File: src/rtl/op_mode_commit_ctrl.sv
// Confirm-button commit controller: synchronises and debounces the button, decodes the
// switch mode code on a press and hands the committed mode to the datapath via req/ack.
module op_mode_commit_ctrl #(
  parameter int unsigned SW_WIDTH        = 8,
  parameter int unsigned CODE_LSB        = 0,
  parameter int unsigned CODE_WIDTH      = 3,
  parameter int unsigned NUM_MODES       = 4,
  parameter int unsigned DEBOUNCE_CYCLES = 1000
) (
  input  logic                clk,
  input  logic                rst,
  input  logic [SW_WIDTH-1:0] switches,
  input  logic                confirm_btn,
  input  logic                calc_busy,
  output logic [2:0]          op_mode,
  output logic [2:0]          calc_type,
  output logic                mode_valid,
  output logic                cfg_req,
  input  logic                cfg_ack,
  output logic                invalid_code,
  output logic                lock_err
);

  localparam int unsigned CNT_W = $clog2(DEBOUNCE_CYCLES + 1);

  // op_mode_t / calc_type_t encodings shared with the matrix datapath
  localparam logic [2:0] OP_SINGLE       = 3'd0;
  localparam logic [2:0] OP_DOUBLE       = 3'd1;
  localparam logic [2:0] OP_SCALAR       = 3'd2;
  localparam logic [2:0] CALC_TRANSPOSE  = 3'd0;
  localparam logic [2:0] CALC_ADD        = 3'd1;
  localparam logic [2:0] CALC_MUL        = 3'd2;
  localparam logic [2:0] CALC_SCALAR_MUL = 3'd3;

  typedef enum logic [0:0] {
    S_IDLE = 1'b0,
    S_REQ  = 1'b1
  } state_t;

  logic [SW_WIDTH-1:0]   sw_meta_q;
  logic [SW_WIDTH-1:0]   sw_sync_q;
  logic                  btn_meta_q;
  logic                  btn_sync_q;
  logic                  btn_prev_q;
  logic                  btn_stable_q;
  logic                  btn_stable_d;
  logic                  btn_stable_prev_q;
  logic [CNT_W-1:0]      deb_cnt_q;
  logic [CNT_W-1:0]      deb_cnt_d;
  logic                  press_c;
  logic [CODE_WIDTH-1:0] code_c;
  logic                  code_ok_c;
  logic [2:0]            dec_op_c;
  logic [2:0]            dec_calc_c;
  logic                  sw_sync_unused;

  state_t     state_q, state_d;
  logic [2:0] op_mode_q, op_mode_d;
  logic [2:0] calc_type_q, calc_type_d;
  logic       mode_valid_q, mode_valid_d;
  logic       cfg_req_q, cfg_req_d;
  logic       invalid_code_q, invalid_code_d;
  logic       lock_err_q, lock_err_d;

  // Two-flop synchronisers for the raw switch bus and the button
  always_ff @(posedge clk) begin
    if (rst) begin
      sw_meta_q  <= '0;
      sw_sync_q  <= '0;
      btn_meta_q <= 1'b0;
      btn_sync_q <= 1'b0;
    end else begin
      sw_meta_q  <= switches;
      sw_sync_q  <= sw_meta_q;
      btn_meta_q <= confirm_btn;
      btn_sync_q <= btn_meta_q;
    end
  end

  // Count only while the synchronised level differs from the stable level and has not moved
  always_comb begin
    deb_cnt_d    = '0;
    btn_stable_d = btn_stable_q;
    if ((btn_sync_q != btn_stable_q) && (btn_sync_q == btn_prev_q)) begin
      if (deb_cnt_q + CNT_W'(1) == CNT_W'(DEBOUNCE_CYCLES)) begin
        btn_stable_d = btn_sync_q;
      end else begin
        deb_cnt_d = deb_cnt_q + CNT_W'(1);
      end
    end
  end

  always_ff @(posedge clk) begin
    if (rst) begin
      btn_prev_q        <= 1'b0;
      btn_stable_q      <= 1'b0;
      btn_stable_prev_q <= 1'b0;
      deb_cnt_q         <= '0;
    end else begin
      btn_prev_q        <= btn_sync_q;
      btn_stable_q      <= btn_stable_d;
      btn_stable_prev_q <= btn_stable_q;
      deb_cnt_q         <= deb_cnt_d;
    end
  end

  assign press_c        = btn_stable_q & ~btn_stable_prev_q;
  assign code_c         = sw_sync_q[CODE_LSB +: CODE_WIDTH];
  assign code_ok_c      = (32'(code_c) < NUM_MODES);
  assign sw_sync_unused = ^sw_sync_q;

  // Mode code decode
  always_comb begin
    dec_op_c   = OP_SINGLE;
    dec_calc_c = CALC_TRANSPOSE;
    case (32'(code_c))
      32'd1: begin
        dec_op_c   = OP_DOUBLE;
        dec_calc_c = CALC_ADD;
      end
      32'd2: begin
        dec_op_c   = OP_DOUBLE;
        dec_calc_c = CALC_MUL;
      end
      32'd3: begin
        dec_op_c   = OP_SCALAR;
        dec_calc_c = CALC_SCALAR_MUL;
      end
      default: begin
        dec_op_c   = OP_SINGLE;
        dec_calc_c = CALC_TRANSPOSE;
      end
    endcase
  end

  // Commit FSM: presses are only honoured in S_IDLE with the datapath free
  always_comb begin
    state_d        = state_q;
    op_mode_d      = op_mode_q;
    calc_type_d    = calc_type_q;
    mode_valid_d   = mode_valid_q;
    cfg_req_d      = cfg_req_q;
    invalid_code_d = 1'b0;
    lock_err_d     = 1'b0;
    case (state_q)
      S_IDLE: begin
        if (press_c) begin
          if (calc_busy) begin
            lock_err_d = 1'b1;
          end else if (!code_ok_c) begin
            invalid_code_d = 1'b1;
          end else begin
            op_mode_d    = dec_op_c;
            calc_type_d  = dec_calc_c;
            mode_valid_d = 1'b1;
            cfg_req_d    = 1'b1;
            state_d      = S_REQ;
          end
        end
      end
      S_REQ: begin
        if (cfg_ack) begin
          cfg_req_d = 1'b0;
          state_d   = S_IDLE;
        end
        if (press_c) begin
          lock_err_d = 1'b1;
        end
      end
      default: begin
        cfg_req_d = 1'b0;
        state_d   = S_IDLE;
      end
    endcase
  end

  always_ff @(posedge clk) begin
    if (rst) begin
      state_q        <= S_IDLE;
      op_mode_q      <= OP_SINGLE;
      calc_type_q    <= CALC_TRANSPOSE;
      mode_valid_q   <= 1'b0;
      cfg_req_q      <= 1'b0;
      invalid_code_q <= 1'b0;
      lock_err_q     <= 1'b0;
    end else begin
      state_q        <= state_d;
      op_mode_q      <= op_mode_d;
      calc_type_q    <= calc_type_d;
      mode_valid_q   <= mode_valid_d;
      cfg_req_q      <= cfg_req_d;
      invalid_code_q <= invalid_code_d;
      lock_err_q     <= lock_err_d;
    end
  end

  assign op_mode      = op_mode_q;
  assign calc_type    = calc_type_q;
  assign mode_valid   = mode_valid_q;
  assign cfg_req      = cfg_req_q;
  assign invalid_code = invalid_code_q;
  assign lock_err     = lock_err_q;

endmodule

File: config.mk
export PLATFORM = sky130hd
export DESIGN_NAME = op_mode_commit_ctrl
export DESIGN_NICKNAME = d
export VERILOG_FILES = /design/src/rtl/op_mode_commit_ctrl.sv
export SDC_FILE = /design/constraint.sdc
export NUM_CORES = 1
export LEC_CHECK = 0
export BUFFER_PORTS_ARGS = -buffer_cell sky130_fd_sc_hd__buf_4
export CAP_MARGIN = 25
export CORE_ASPECT_RATIO = 1.25
export CORE_UTILIZATION = 60
export CTS_BUF_LIST = sky130_fd_sc_hd__clkbuf_4
export CTS_CLUSTER_SIZE = 30
export DETAILED_ROUTE_END_ITERATION = 8
export HOLD_SLACK_MARGIN = 0.03
export PLACE_DENSITY = 0.86
export SYNTH_ARGS = -nofsm -noshare
export SYNTH_HDL_FRONTEND = slang
export SYNTH_SLANG_ARGS = --single-unit
File: constraint.sdc
create_clock -name clk -period 3.5 [get_ports clk]
set_input_delay 0.7 -clock clk [delete_from_list [all_inputs] [get_ports clk]]
set_output_delay 0.7 -clock clk [all_outputs]
set_load 0.01 [all_outputs]
==> metrics.md, run 1 <==
| Metric | Value |
|---|---|
| Largest net degree at the start of global routing | 20 |
| Clk Latency, worst-skew pair | 330 ps |
| # fillers | 150 |
| Fraction of layout instances using a drive strength above 1 | 0.181 |
| RD Place Congestion | 0.733 |
| RR Endpoint | deb_cnt_q[7] |
| Peak supply drop | 0.000333 V |
| Path type of the worst min-delay path | reg2reg |
| Warning count from the yosys run | 0 |
| Drt drc | 0 |
| DP Worst Slack | 1380 ps |
| Compound-Gate Fraction of Synth Area | 0.0793 |
| First-pass detailed-route iteration total | 4 |
| Worst reg-to-reg path cell count | 6 |
| Leak pwr | 0.509 nW |
| Number of synthesized register bits | 30 |
| Tot Pwr | 0.550 mW |
| Antenna Nets Post-Route | 0 |
| CP arrival | 2290 ps |
| Total routed wirelength | 1890 um |
| FP Rows | 17 |
| Initial core utilization | 0.655 |
| Die area | 0.00216 sq mm |
| Crit path to | deb_cnt_q[7] |
| Reg2Reg Launch Point | deb_cnt_q[0] |
| Root Buffer | clkbuf_4 |
| Crit path from | deb_cnt_q[0] |
| Die X | 41.7 um |
| Max clock buf depth | 2 |
| Reg clk slew, reported paths | 90 ps |
| Status | finished, final reports clean |
| Post-DR wirelength/cell | 11.6 um |
| GR Overflow Total | 0 |
| GRT Util Overall | 0.199 |
| Global-route wire length before repair | 3060 um |
| # Post-CTS Setup Buffers | 0 |
| CTS buffer count | 5 |
| DR vias/cell | 5.50 |
| Max-cap violations | 0 |
| Adder-cell share of the synthesized area | 0.0106 |
| Fmax | 479 MHz |
| Worst hold stages | 1 |
| Vias in the first global route | 805 |
| Largest family of logic cells by synthesized area | simple AND/OR/NAND/NOR gates |
| Core area | 0.00181 sq mm |
| RSZ-0062 raised after global routing | false |
| Synth Area in XOR/XNOR | 0.0666 |
| Final Critical Period | 2090 ps |
| Synth Area per Inst | 9.32 sq um |
| Worst slew margin | 0.648 |
| Final Max Tran Viols | 0 |
| 1st-iter DRT viols | 7 |
| R2R Setup Slk | 1410 ps |
| Power per cell area | 412 mW/mm^2 |
| Setup TNS | 0 ps |
| Die height | 51.7 um |
| Crit path launch type | register |
| Worst setup margin | 1410 ps |
| Most common cell after layout, fill and taps aside | dfxtp_1 |
| Port buffer count | 15 |
| Clock skew | 6.14 ps |
| Endpoints failing setup | 0 |
| Post-Syn Area | 0.00118 sq mm |
| Number of vias in the routed layout | 896 |
| Worst slew pin tran | 525 ps |
| Synthesis-to-layout area growth | 13.0% |
| Number of buffers inserted by hold repair at cts | 0 |
| CTS tree | built |
| Ant. Diodes | 0 |
| Peak fanout along the critical path | 7 |
| Post-synthesis mux area share | 0.0169 |
| Final core occ | 0.740 |
| H-tree depth | 2 |
| Setup crit end kind | register |
| Final #Nets | 158 |
| Commonest cells after routing, fill and taps aside | 30 x dfxtp_1, 21 x nor2_1, 15 x buf_4 |
| Sequential area share after synthesis | 0.507 |
| Final Hold Viols | 0 |
| I/O pins | 23 |
| Synth Area in Simple Gates | 0.278 |
| CP Class | reg2reg |
| Final HPWL DP | 1380 um |
| Antenna violations before repair | 0 |
| Post_cts resized | 0 |
| CP required | 3700 ps |
| Distinct cells, synth | 34 |
| Fin crit share | 0.596 |
| Clk sink count | 30 |
| Syn Inst Count | 127 |
## cell usage after synthesis
master,n,area [sq um]
nand3_4,1,17.5
nand2b_1,2,12.5
nor3b_1,1,7.51
nor4_1,1,6.26
inv_1,3,11.3
nor2b_1,9,56.3
nor3_2,1,10.0
ha_1,1,12.5
nand3b_1,1,7.51
nand2_1,10,37.5
dfxtp_1,30,601
or4_1,1,7.51
o31ai_1,1,7.51
conb_1,1,3.75
nand3_1,3,15.0
nor2_1,21,78.8
xor2_1,4,35.0
nor3_1,3,15.0
and4_1,1,8.76
xnor2_1,5,43.8
and3_1,1,6.26
nor4b_2,1,15.0
o2111ai_1,1,8.76
o211ai_1,1,7.51
a31oi_1,2,12.5
clkbuf_1,3,11.3
mux2i_1,2,20.0
nand4_1,2,12.5
buf_4,3,22.5
a21o_1,2,15.0
and2_1,1,6.26
a21oi_1,6,30.0
o31ai_2,1,12.5
nand4b_1,1,8.76
## final cells by class
cell class              instances  area, sq um  share of cell area
clock buffers                   5         37.5              0.0281
clock inverters                 2         10.0             0.00748
inverters                       3         11.3             0.00842
multi-input cells              89          542               0.405
flip-flops and latches         30          601               0.449
well taps                      19         23.8              0.0178
repair buffers                 15          113              0.0842
## worst min-delay path by stage
stage | startpoint | to | slack [ps]
2_1_floorplan | btn_meta_q | btn_sync_q | 410
3_3_place_gp | sw_meta_q[1] | sw_sync_q[1] | 420
6_report | sw_meta_q[1] | sw_sync_q[1] | 440
3_5_place_dp | sw_meta_q[1] | sw_sync_q[1] | 430
5_1_grt | btn_meta_q | btn_sync_q | 460
4_1_cts | sw_meta_q[1] | sw_sync_q[1] | 440
## metrics by stage
| step | std cells | hold WS, ps | cell area (sq um) |
|---|---|---|---|
| 6_report | 163 | 442 | 1340 |
| 5_1_grt | 163 | 457 | 1340 |
| 4_1_cts | 163 | 444 | 1340 |
| 3_5_place_dp | 156 | 428 | 1290 |
| 3_3_place_gp | 156 | 417 | 1290 |
| 2_1_floorplan | 128 | 414 | 1190 |
## where the power goes
group          internal, mW  switching, mW
Combinational       0.00878        0.00692
Clock                0.0720          0.115
Sequential            0.346        0.00233
Total                 0.426          0.124
## logic make-up (layout without fill, tap and decap cells)
| logic type | Yosys count | count (layout) |
|---|---|---|
| mux | 2 | 2 |
| simple gates | 61 | 61 |
| buf+inv | 9 | 25 |
| flops | 30 | 30 |
| fa+ha+maj | 1 | 1 |
| compound gates | 14 | 14 |
| xor+xnor | 9 | 9 |
| other cells | 1 | 2 |
## worst max-delay path: stages, from the launching register on
cell     delay, ps
dfxtp_1        470
ha_1           350
nand2_1         90
o31ai_1        230
a31oi_1        190
o31ai_2        550
nor2_1         100
## per-layer routing
| metal | GRT usage | share of wire | vias to the layer above |
|---|---|---|---|
| met3 | 0.0729 | 0.040 | 7 |
| li1 | - | - | 455 |
| met2 | 0.346 | 0.51 | 17 |
| met4 | 0.161 | 0.031 | 0 |
| met5 | 0 | 0 | - |
| met1 | 0.184 | 0.42 | 417 |
## state kept, by name, indices dropped and copies added, names as in the netlist, 2 cells and up
signal,cells
sw_sync_q,3
sw_meta_q,3
deb_cnt_q,10
op_mode,2
calc_type,2
Power figures use the tool's default switching activity.
==> inputs of run 2 (changes only) <==
--- a/config.mk
+++ b/config.mk
@@ -8,12 +8,12 @@
 export BUFFER_PORTS_ARGS = -buffer_cell sky130_fd_sc_hd__buf_4
 export CAP_MARGIN = 25
 export CORE_ASPECT_RATIO = 1.25
-export CORE_UTILIZATION = 60
+export CORE_UTILIZATION = 50
 export CTS_BUF_LIST = sky130_fd_sc_hd__clkbuf_4
 export CTS_CLUSTER_SIZE = 30
 export DETAILED_ROUTE_END_ITERATION = 8
 export HOLD_SLACK_MARGIN = 0.03
-export PLACE_DENSITY = 0.86
+export PLACE_DENSITY = 0.76
 export SYNTH_ARGS = -nofsm -noshare
 export SYNTH_HDL_FRONTEND = slang
 export SYNTH_SLANG_ARGS = --single-unit
==> constraint.sdc (replaced) <==
create_clock -name clk -period 1.78 [get_ports clk]
set_input_delay 0.356 -clock clk [delete_from_list [all_inputs] [get_ports clk]]
set_output_delay 0.356 -clock clk [all_outputs]
set_load 0.01 [all_outputs]
==> run 2 against run 1 <==
Compared with the run above: first-iteration DRC count fell by 29%; worst setup slack worse by 1300 ps; largest cell class unchanged; highest routed layer unchanged; largest power group unchanged; clock skew is 0.94 ps higher; global-route usage fell by 1.5 points; die area increased by 19%; total power grew 98%; critical endpoint is now btn_stable_q; maximum frequency up 24%.
==> metrics.md, run 2 (synthesis results as in run 1) <==
| Metric | Value |
|---|---|
| Top reg by flops | deb_cnt_q |
| CP Class | reg2reg |
| Core area | 0.00221 sq mm |
| Drt drc | 0 |
| H-tree depth | 2 |
| Clk Latency, worst-skew pair | 330 ps |
| GR Overflow Total | 0 |
| Antenna Nets Post-Route | 0 |
| Final HPWL DP | 1420 um |
| Max clock buf depth | 2 |
| # fillers | 205 |
| Final Max Tran Viols | 0 |
| Final Cell Area | 0.00144 sq mm |
| Ant. Diodes | 0 |
| CP required | 2040 ps |
| Commonest cells after routing, fill and taps aside | 25 x dfxtp_1, 21 x nor2_1, 18 x buf_4 |
| Largest net degree at the start of global routing | 20 |
| I/O pins | 23 |
| Worst hold stages | 2 |
| Crit path launch type | register |
| Post-DR wirelength/cell | 10.9 um |
| Placed Cells | 171 |
| FP Rows | 19 |
| Initial core utilization | 0.535 |
| Peak supply drop | 0.000536 V |
| Path type of the worst min-delay path | in2reg |
| Placed instance area | 0.00133 sq mm |
| Synthesis-to-layout area growth | 21.4% |
| Number of vias in the routed layout | 892 |
| CTS tree | built |
| Final Critical Period | 1680 ps |
| Biggest regs | deb_cnt_q: 10 flops, sw_meta_q: 3 flops, sw_sync_q: 3 flops |
| Antenna violations before repair | 0 |
| Die height | 56.4 um |
| Post-Layout Cell Count | 179 |
| Status | finished, final reports clean |
| Setup crit end kind | register |
| 1st-iter DRT viols | 5 |
| GRT Util Overall | 0.184 |
| Fmax | 596 MHz |
| CP arrival | 1930 ps |
| Die area | 0.00257 sq mm |
| Peak fanout along the critical path | 6 |
| Reg clk slew, reported paths | 90 ps |
| Global-route wire length before repair | 3280 um |
| Total routed wirelength | 1960 um |
| Vias in the first global route | 806 |
| Root Buffer | clkbuf_4 |
| Final Hold Viols | 0 |
| Endpoints failing setup | 0 |
| Most common cell after layout, fill and taps aside | dfxtp_1 |
| Die X | 45.5 um |
| CTS buffer count | 5 |
| DR vias/cell | 4.98 |
| Clk sink count | 30 |
| Max FFs per register | 10 |
| Clock skew | 7.08 ps |
| RD Place Congestion | 0.794 |
| Hold_ws | 235 ps |
| Tot Pwr | 1.09 mW |
| Leak pwr | 0.533 nW |
| Final #Nets | 161 |
| Max-cap violations | 0 |
| Fraction of layout instances using a drive strength above 1 | 0.264 |
| Power per cell area | 760 mW/mm^2 |
| Fin crit share | 0.942 |
| Worst reg-to-reg path cell count | 5 |
| First-pass detailed-route iteration total | 4 |
| Port buffer count | 15 |
## run 2: changes by cell type in the layout (fill, tap and decap cells not counted), moves of 2 or more
cell,before,now
buf_4,15,18
dfxtp_1,30,25
dfxtp_2,0,3
dfxtp_4,0,2
## run 2: worst max-delay path, stage by stage, from the launching register on
cell and delay (ps):
dfxtp_4 410, nand3_4 130, nor4b_4 290, o2111ai_2 180
or4_1 500, o211ai_1 100
## run 2: path summary, 6_finish.rpt
path | from | end | slack (ps)
min | switches[1] | sw_meta_q[1] | 240
max reg2reg | deb_cnt_q[0] | btn_stable_q | 100
max | deb_cnt_q[0] | btn_stable_q | 100
min reg2reg | btn_meta_q | btn_sync_q | 440
## run 2: repair_timing
item                                    in CTS  in global routing
endpoints found under the setup margin       1                  8
gates resized for setup                      3                  9
hold buffers                                 0                  0
buffers inserted                             0                  0
pin swaps                                    0                  4
## run 2: layout make-up
class,count,area (sq um),area share
clock buffer,6,45.0,0.0314
clock inverter,2,8.76,0.00610
inverter,3,11.3,0.00784
multi-input combinational,89,586,0.408
sequential,30,612,0.426
tap,31,38.8,0.0270
timing repair buffer,18,135,0.0941
## run 2: report_power, final
part           switching [mW]  internal (mW)  total (mW)
combinational          0.0133         0.0174      0.0307
clock                   0.216          0.163       0.379
sequential            0.00487          0.676       0.681
total                   0.234          0.857        1.09
## run 2: routing by layer
| metal | track usage | vias to the layer above | wire [um] |
|---|---|---|---|
| met5 | 0 | - | 0 |
| met3 | 0.0868 | 6 | 104 |
| met1 | 0.187 | 403 | 791 |
| li1 | - | 465 | - |
| met4 | 0.104 | 0 | 56 |
| met2 | 0.294 | 18 | 1000 |
## run 2: metrics by stage
| step | setup TNS, ps | utilization | worst slack, ps |
|---|---|---|---|
| after global placement | 0 | 0.602 | 60.4 |
| after global routing | -3.44 | 0.650 | -3.44 |
| after detailed placement | -6.82 | 0.602 | -6.82 |
| after floorplan | 0 | - | 37.0 |
| final | 0 | 0.650 | 103 |
| after CTS | 0 | 0.632 | 2.23 |
==> inputs of run 3 (changes only) <==
--- a/config.mk
+++ b/config.mk
@@ -7,13 +7,15 @@
 export LEC_CHECK = 0
 export BUFFER_PORTS_ARGS = -buffer_cell sky130_fd_sc_hd__buf_4
 export CAP_MARGIN = 25
+export CELL_PAD_IN_SITES_DETAIL_PLACEMENT = 1
+export CELL_PAD_IN_SITES_GLOBAL_PLACEMENT = 1
 export CORE_ASPECT_RATIO = 1.25
-export CORE_UTILIZATION = 50
+export CORE_UTILIZATION = 45
 export CTS_BUF_LIST = sky130_fd_sc_hd__clkbuf_4
 export CTS_CLUSTER_SIZE = 30
 export DETAILED_ROUTE_END_ITERATION = 8
 export HOLD_SLACK_MARGIN = 0.03
-export PLACE_DENSITY = 0.76
+export PLACE_DENSITY_LB_ADDON = 0.1
 export SYNTH_ARGS = -nofsm -noshare
 export SYNTH_HDL_FRONTEND = slang
 export SYNTH_SLANG_ARGS = --single-unit
==> constraint.sdc (replaced) <==
create_clock -name clk -period 2.1 [get_ports clk]
set_input_delay 0.42 -clock clk [delete_from_list [all_inputs] [get_ports clk]]
set_output_delay 0.42 -clock clk [all_outputs]
set_load 0.01 [all_outputs]
==> run 3 against run 2 <==
Compared with the run above: count of clock-buffer cells in the layout fell by 1; sequential power down 15%; maximum frequency shrank 13%; clock skew about the same; worst setup slack improved by 74 ps; die area increased by 11%; highest routed layer unchanged; largest power group unchanged; critical path depth grew 1.
==> metrics.md, run 3 (synthesis results as in run 1) <==
| Metric | Value |
|---|---|
| Die X | 47.9 um |
| Crit path from | deb_cnt_q[0] |
| Clk Latency, worst-skew pair | 330 ps |
| Fin crit share | 0.916 |
| # Post-CTS Setup Buffers | 0 |
| Post_cts resized | 0 |
| Reg clk slew, reported paths | 90 ps |
| Post-DR wirelength/cell | 12.4 um |
| RSZ-0062 raised after global routing | false |
| Worst hold stages | 2 |
| Top reg by flops | deb_cnt_q |
| Max-cap violations | 0 |
| Hold path startpoint | switches[0] |
| CP Class | reg2reg |
| # fillers | 310 |
| Number of buffers inserted by hold repair at cts | 0 |
| Root Buffer | clkbuf_4 |
| Global-route wire length before repair | 3750 um |
| Biggest regs | deb_cnt_q: 10 flops, sw_meta_q: 3 flops, sw_sync_q: 3 flops |
| Final HPWL DP | 1720 um |
| I/O pins | 23 |
| Setup crit end kind | register |
| Peak supply drop | 0.000428 V |
| Fraction of layout instances using a drive strength above 1 | 0.197 |
| Clk sink count | 30 |
| Synthesis-to-layout area growth | 16.4% |
| CTS buffer count | 5 |
| H-tree depth | 2 |
| Final Critical Period | 1920 ps |
| Max FFs per register | 10 |
| Commonest cells after routing, fill and taps aside | 30 x dfxtp_1, 21 x nor2_1, 18 x buf_4 |
| Largest net degree at the start of global routing | 20 |
| Initial core utilization | 0.483 |
| Most common cell after layout, fill and taps aside | dfxtp_1 |
| Reg2Reg Launch Point | deb_cnt_q[0] |
| Peak fanout along the critical path | 6 |
| Final Max Tran Viols | 0 |
| CP required | 2360 ps |
| DP Worst Slack | 152 ps |
| DR vias/cell | 5.12 |
| CTS tree | built |
| Total routed wirelength | 2240 um |
| Die area | 0.00284 sq mm |
| Port buffer count | 15 |
| Die height | 59.3 um |
| Final Hold Viols | 0 |
| CP arrival | 2180 ps |
| Number of vias in the routed layout | 922 |
| First-pass detailed-route iteration total | 2 |
| GRT Util Overall | 0.198 |
| GR Overflow Total | 0 |
| Power per cell area | 665 mW/mm^2 |
| Ant. Diodes | 0 |
| Crit path launch type | register |
| FP Rows | 20 |
| Antenna violations before repair | 0 |
| 1st-iter DRT viols | 8 |
| Status | finished, final reports clean |
| R2R Setup Slk | 180 ps |
| Clock skew | 7.40 ps |
| Setup TNS | 0 ps |
| Max clock buf depth | 2 |
| Final #Nets | 161 |
| Worst reg-to-reg path cell count | 6 |
| Fmax | 520 MHz |
| Core area | 0.00245 sq mm |
| Vias in the first global route | 916 |
| Worst setup margin | 176 ps |
| Drt drc | 0 |
| RD Place Congestion | 0.724 |
| Antenna Nets Post-Route | 0 |
| Endpoints failing setup | 0 |
| Leak pwr | 0.524 nW |
| Path type of the worst min-delay path | in2reg |
run 3: path summary, 6_finish.rpt:
kind / end
hold reg to reg: invalid_code
setup reg to reg: btn_stable_q
setup / recovery: btn_stable_q
hold / removal: sw_meta_q[0]
run 3: per-stage QoR:
stage	util	instances	area (sq um)	hold slack, ps	power (mW)
after CTS	0.562	180	1380	289	0.938
after global routing	0.562	180	1380	303	0.957
after detailed placement	0.542	173	1330	430	0.621
after floorplan	-	128	1190	414	0.610
after global placement	0.542	173	1330	419	0.619
final	0.562	180	1380	307	0.916
run 3: cell type report:
type,instances,area [sq um],share of cell area
sequential,30,601,0.436
clock buffer,5,37.5,0.0272
multi-input combinational,89,542,0.393
timing repair buffer,18,135,0.0981
inverter,3,11.3,0.00817
clock inverter,2,10.0,0.00727
tap,33,41.3,0.0300
run 3: metal layers:
| layer | up-vias | global-route usage | part of all wire |
|---|---|---|---|
| li1 | 460 | - | - |
| met1 | 438 | 0.173 | 0.37 |
| met2 | 17 | 0.359 | 0.55 |
| met3 | 7 | 0.0732 | 0.048 |
| met4 | 0 | 0.119 | 0.028 |
| met5 | - | 0 | 0 |
run 3: critical path, stage by stage (launching register included):
cell      delay, ps
dfxtp_1         470
ha_1            260
nand2_1          70
o31ai_1         210
a31oi_1         200
or4_1           560
o211ai_1         90
run 3: power by group:
group / internal (mW) / switching [mW] / total, mW / leakage (nW)
clock network: 0.120 / 0.189 / 0.309 / 0.0308
logic: 0.0147 / 0.0123 / 0.0270 / 0.250
registers: 0.576 / 0.00393 / 0.580 / 0.243
total: 0.711 / 0.205 / 0.916 / 0.524
